[config.mk]
export PLATFORM = sky130hd
export DESIGN_NAME = scale_mux_arbiter
export DESIGN_NICKNAME = d
export VERILOG_FILES = /design/src/rtl/scale_mux_arbiter.sv
export SDC_FILE = /design/constraint.sdc
export NUM_CORES = 1
export LEC_CHECK = 0
export BUFFER_PORTS_ARGS = -buffer_cell sky130_fd_sc_hd__buf_2
export CAP_MARGIN = 20
export CELL_PAD_IN_SITES_DETAIL_PLACEMENT = 0
export CELL_PAD_IN_SITES_GLOBAL_PLACEMENT = 2
export CORE_MARGIN = 3
export CORE_UTILIZATION = 26
export DETAILED_ROUTE_END_ITERATION = 8
export PLACE_DENSITY_LB_ADDON = 0.1
export SLEW_MARGIN = 0
export SYNTH_ARGS = -nofsm -noshare
export SYNTH_HDL_FRONTEND = slang
export SYNTH_SLANG_ARGS = --single-unit
[constraint.sdc]
create_clock -name clk -period 4.8 [get_ports clk]
set_input_delay 0.48 -clock clk [delete_from_list [all_inputs] [get_ports clk]]
set_output_delay 0.48 -clock clk [all_outputs]
set_load 0.02 [all_outputs]
[src/rtl/scale_mux_arbiter.sv]
// Round-robin arbiter sharing one scale_mux datapath between requesters A and B,
// with bounded bursts and a valid/ready consumer port.

module scale_mux #(
  parameter int WIDTH = 8
) (
  input  logic             sel_a,
  input  logic [WIDTH-1:0] in_a,
  input  logic [WIDTH-1:0] in_b,
  output logic [WIDTH-1:0] out_data
);
  assign out_data = sel_a ? in_a : in_b;
endmodule

module scale_mux_arbiter #(
  parameter int WIDTH     = 8,
  parameter int MAX_BURST = 4
) (
  input  logic             clk,
  input  logic             rst,
  input  logic             req_a,
  input  logic [WIDTH-1:0] in_a,
  output logic             ack_a,
  input  logic             req_b,
  input  logic [WIDTH-1:0] in_b,
  output logic             ack_b,
  output logic             out_valid,
  output logic [WIDTH-1:0] out_data,
  input  logic             out_ready,
  output logic             sel_a,
  output logic             grant_a,
  output logic             grant_b
);
  localparam int CW = $clog2(MAX_BURST + 1);
  localparam logic [CW-1:0] CNT_LAST = CW'(MAX_BURST - 1);

  typedef enum logic [1:0] {
    IDLE  = 2'd0,
    GNT_A = 2'd1,
    GNT_B = 2'd2
  } state_t;

  state_t          state_q;
  state_t          other_state;
  logic [CW-1:0]   burst_cnt_q;
  logic            last_a_q;
  logic            req_own;
  logic            req_other;
  logic            xfer;

  assign grant_a     = (state_q == GNT_A);
  assign grant_b     = (state_q == GNT_B);
  assign sel_a       = grant_a;
  assign req_own     = grant_a ? req_a : req_b;
  assign req_other   = grant_a ? req_b : req_a;
  assign other_state = grant_a ? GNT_B : GNT_A;

  assign out_valid = (grant_a & req_a) | (grant_b & req_b);
  assign xfer      = out_valid & out_ready;
  assign ack_a     = xfer & grant_a;
  assign ack_b     = xfer & grant_b;

  scale_mux #(.WIDTH(WIDTH)) u_mux (
    .sel_a    (sel_a),
    .in_a     (in_a),
    .in_b     (in_b),
    .out_data (out_data)
  );

  // NOTE: state registers use non-blocking assignments so every read in this
  // block sees the pre-edge value regardless of statement order.
  always_ff @(posedge clk or posedge rst) begin
    if (rst) begin
      state_q     <= IDLE;
      burst_cnt_q <= '0;
      last_a_q    <= 1'b0;
    end else begin
      case (state_q)
        IDLE: begin
          // On a tie the side not served last wins; last_a_q=0 favours A.
          if (req_a && (!req_b || !last_a_q)) begin
            state_q     <= GNT_A;
            last_a_q    <= 1'b1;
            burst_cnt_q <= '0;
          end else if (req_b) begin
            state_q     <= GNT_B;
            last_a_q    <= 1'b0;
            burst_cnt_q <= '0;
          end
        end
        GNT_A, GNT_B: begin
          if (xfer && (burst_cnt_q == CNT_LAST) && req_other) begin
            state_q     <= other_state;
            last_a_q    <= (other_state == GNT_A);
            burst_cnt_q <= '0;
          end else if (xfer) begin
            if (burst_cnt_q != CNT_LAST) burst_cnt_q <= burst_cnt_q + 1'b1;
          end else if (!req_own) begin
            burst_cnt_q <= '0;
            if (req_other) begin
              state_q  <= other_state;
              last_a_q <= (other_state == GNT_A);
            end else begin
              state_q <= IDLE;
            end
          end
        end
        default: begin
          state_q     <= IDLE;
          burst_cnt_q <= '0;
        end
      endcase
    end
  end
endmodule

After elaboration in Yosys (flattened, before gate mapping)
Cells that the tools add are included.
- register bits: 6
- bits in latches: 0
- RAM bits: 0
- ROM bits: 0
- input bits: 21
- output and inout port bits: 14
- memories: 0
- add/subtract/negate cells: 1
- multipliers: 0
- div/mod/pow operators: 0
- $lt $le $gt $ge: 0
- equal/unequal tests: 11
- shift-type cells: 0
- muxes and demuxes: 25
- bitwise logic cells: 6
- reduce and logical (&&, ||, !) cells: 12
- operator list (cell ; count):
    3-bit 2-to-1 mux ; 6
    2-bit 2-to-1 mux ; 7
    3-bit inequality test (second input constant) ; 4
    1-bit 2-to-1 mux ; 8
    8-bit 2-to-1 mux ; 1
    4-bit inequality test (second input constant) ; 2
    3-bit one-hot mux with 2 select lines ; 1
    3-bit AND reduction ; 2
    1-bit bitwise AND ; 5
    5-bit AND reduction ; 1
    2-bit by 1-bit equality test with 1-bit output (second input constant) ; 2
    2-bit one-hot mux with 2 select lines ; 1
    3-bit by 1-bit adder with 3-bit output (second input constant) ; 1
    3-bit by 2-bit equality test with 1-bit output (second input constant) ; 1
    1-bit logical AND ; 3
    3-bit by 2-bit inequality test with 1-bit output (second input constant) ; 1
    2-bit equality test (second input constant) ; 1
    1-bit zero test ; 2
    2-bit zero test ; 1
    1-bit one-hot mux with 2 select lines ; 1
    2-bit nonzero test ; 1
    2-bit OR reduction ; 1
    1-bit logical OR ; 1
    1-bit OR ; 1

Depth between registers and ports, before layout
- depth in word-level cells: 8
- depth in mapped cells: 7
- depth with buffers taken out: 6

Modules after synthesis
Synthesis repeated with hierarchy kept, for this count alone.
- cell total of the unflattened synthesis: 62
- area total of the unflattened synthesis: 651.9 um^2
- modules (own cells, without submodules) (module ; times used ; cells an instance ; area an instance (um^2)):
    scale_mux_arbiter ; 1 ; 53 ; 520.5
    scale_mux ; 1 ; 9 ; 131.4

Worst setup path after synthesis
Ideal clock, no wire load.
- kind: register to output
- start point: reg state_q[1]
- end point: out out_data[0]
- data arrival time: 1673 ps
- slack: 2647 ps
- cell stages (with the launch flop): 6
- path buffers: 2
- path through: dfrtp_1 inv_1 ha_1 buf_6 clkbuf_1 mux2_2
- word-level cells in the longest chain between the ends: 2
- ends and longest elaborated chain (element ; line ; source):
    from (decl) ; 43 ; state_t state_q;
    from (signal assigned) ; 93 ; state_q <= other_state;
    from (signal assigned) ; 101 ; state_q <= other_state;
    2-bit by 1-bit equality test with 1-bit output ; 51 ; assign grant_a = (state_q == GNT_A);
    via grant_a ; 31 ; output logic grant_a,
    8-bit 2-to-1 mux ; 12 ; assign out_data = sel_a ? in_a : in_b;
    to (decl) ; 28 ; output logic [WIDTH-1:0] out_data,
The timed path passes the listed nets, and every way through them passes these cells.

Worst setup path in the final report
- start point: reg state_q[1]
- end point: out ack_a
- word-level cells in the longest chain between the ends: 5
- elaborated cells on any way between the ends: 7
- those cells by class: eq/ne (2); bitwise (5)
- ends and longest elaborated chain (element ; line ; source):
    2-bit by 1-bit equality test with 1-bit output or 2-bit equality test (tied branches) ; 51, 52 ;
    1-bit bitwise AND ; 58 ; assign out_valid = (grant_a & req_a) | (grant_b & req_b);
    1-bit OR ; 58 ;
    1-bit bitwise AND ; 59 ; assign xfer = out_valid & out_ready;
    1-bit bitwise AND * ; 60 ; assign ack_a = xfer & grant_a;
    to (decl) ; 23 ; output logic ack_a,
Mark *: on every way between the ends. The rest lies on a longest branch, timed or not.

==> out/metrics.yaml <==
status: "completed"
wire_per_inst_um: 12.1
ctsResizeCount: 0
cp.required_ns: 4.32
numCtsBuffers: 3
syn-mean-instance-area_um2: 9.58
fin_crit_sh_pct: 51.5
finalSetupViolations: 0
whs_ns: 0.145
dieArea_um2: 3220
firstDrtPassIters: 4
min_period_ns: 2.47
core.rowCount: 17
fillerInstances: 245
synth_nets: 97
synthCells: 70
clock_latency_ns: 0.24
cts.sinks: 6
hpwlAfterDp_um: 1350
n_antenna_cell: 0
cts_tree: "done"
wirelength_um: 1570
grt_pass1_vias: 611
coreArea_um2: 2320
postPlaceCellArea_um2: 837
powerDensity_nw_per_um2: 524
rsz0062_at_grt: "no"
cp-start-kind: "flip-flop"
final_hold_viol_count: 0
cp_max_fo: 18
synth-seq-cells: 6
crit_type: "reg2out"
area_growth_pct: 28.2
antenna_found_initial: 0
top_usage_layer: "met2"
yosysSeqAreaShare_pct: 22.4
track_usage_pct: 10.3
boundaryPins: 35
clkSlewWorstSetupHoldPaths_ns: 0.04
use_met3_pct: 3.91
slew_headroom_pct: 51.9
cts_setup_buffers: 0
synth.distinct_cells: 28
worst_slack_ns: 2.33
mostFrequentLayoutCells: "34 x buf_2, 10 x mux2_2, 9 x inv_1"
grt_pass1_wl_um: 2680
ant_nets: 0
cts-root-buf: "clkbuf_4"
met1_usage_pct: 13.5
nets: 131
maxSlewViolCount: 0
worst_pin_slew_ns: 0.722
syn-cell-area_um2: 671
drtIter0Drc: 22
fin_total_pwr_uw: 450
finalClockSkew_ns: 0.00308
grt.met2_usage_pct: 16.0
grt_start_max_net_pins: 19
fmax_mhz: 404
clockBufferDepth: 2
place.gp.congestion: 0.667
dp_cells: 127
hold_buffers: 0
final_cells: 130
vias: 637
drcViolationCount: 0
grt-ovfl-total: 0
final_common_cell: "buf_2"
dp_slack_ns: 2.54
die_h_um: 56.8
cp.arrival_ns: 1.99
end_kind: "output port"
ctsHtreeMaxLevel: 1
final_core_util_pct: 37.1
hold_class: "in2async"
setup_tns_ns: 0
die_w_um: 56.8
power_leakage_nw: 0.463
drive_gt1_share_pct: 51.0
initial_core_util_pct: 28.9
ys_warn_count: 0
max-cap-violations: 0
avgViaCountPerCell: 4.90
port_buffers: 34
peakVddDrop_uv: 239
design_area_um2: 860
-- cells in the mapped netlist --
| library cell | n | area share [%] |
|---|---|---|
| a2111oi_2 | 1 | 2.2 |
| a21o_1 | 4 | 4.5 |
| a21oi_1 | 2 | 1.5 |
| a221oi_4 | 1 | 3.9 |
| a22o_2 | 1 | 1.5 |
| a311oi_1 | 1 | 1.3 |
| a31oi_1 | 1 | 0.93 |
| and2b_1 | 1 | 1.1 |
| and3_1 | 3 | 2.8 |
| buf_2 | 1 | 0.75 |
| buf_4 | 1 | 1.1 |
| buf_6 | 2 | 3.4 |
| clkbuf_1 | 1 | 0.56 |
| dfrtp_1 | 6 | 22 |
| ha_1 | 6 | 11 |
| inv_1 | 9 | 5.0 |
| maj3_2 | 1 | 1.7 |
| mux2_2 | 10 | 17 |
| mux2i_1 | 2 | 3.0 |
| mux2i_2 | 1 | 2.1 |
| nand2_1 | 1 | 0.56 |
| nand3_1 | 3 | 2.2 |
| nor2_1 | 4 | 2.2 |
| nor2b_1 | 1 | 0.93 |
| nor4_1 | 1 | 0.93 |
| o2111ai_1 | 1 | 1.3 |
| o21ai_0 | 2 | 1.5 |
| o41ai_1 | 2 | 2.6 |
-- flip-flops by register name (all words and copies together) (netlist names) --
| register | flops |
|---|---|
| burst_cnt_q | 3 |
| state_q | 2 |
| last_a_q | 1 |
-- cells by family after synthesis --
group	count (synthesis)	synth area share (%)
AND/OR/NAND/NOR	14	10.8
buffers and inverters	14	10.8
adder cells (fa/ha/maj)	7	12.9
flip-flops	6	22.4
multiplexers	13	21.8
AO/OA/AOI/OAI	16	21.3
-- worst max-delay path: stages, from the launching register on --
cell and delay [ns]:
dfrtp_1 0.40, inv_1 0.09, ha_1 0.62, a22o_2 0.32, and3_1 0.16, buf_2 0.16
-- power breakdown --
group          internal (mW)  leakage [nW]  switching (mW)
registers             0.0662        0.0788          0.0137
clock network         0.0282        0.0138          0.0168
logic                  0.140         0.370           0.185
-- layout make-up --
cell class	count	area [µm²]	share of cell area (%)
multi-input combinational	50	448	52.1
tap	28	35.0	4.08
sequential	6	150	17.5
inverter	9	33.8	3.93
timing repair buffer	34	170	19.8
clock buffer	3	22.5	2.62
-- per-layer routing --
metal	share of wire, %	vias to the layer above
met5	0	-
met1	45	307
met3	4.2	0
li1	-	319
met2	51	11
met4	0	0
-- worst paths after layout --
check,slack [ns],end,cells past startpoint,from
min reg2reg,0.51,burst_cnt_q[2],1,burst_cnt_q[2]
max reg2reg,2.56,burst_cnt_q[1],6,state_q[1]
min in group clk,0.51,burst_cnt_q[2],1,burst_cnt_q[2]
min,0.15,last_a_q,2,rst
max in group asynchronous,4.46,burst_cnt_q[0],2,rst
max,2.33,ack_a,5,state_q[1]
No activity file was read; power rests on OpenSTA's default activity.
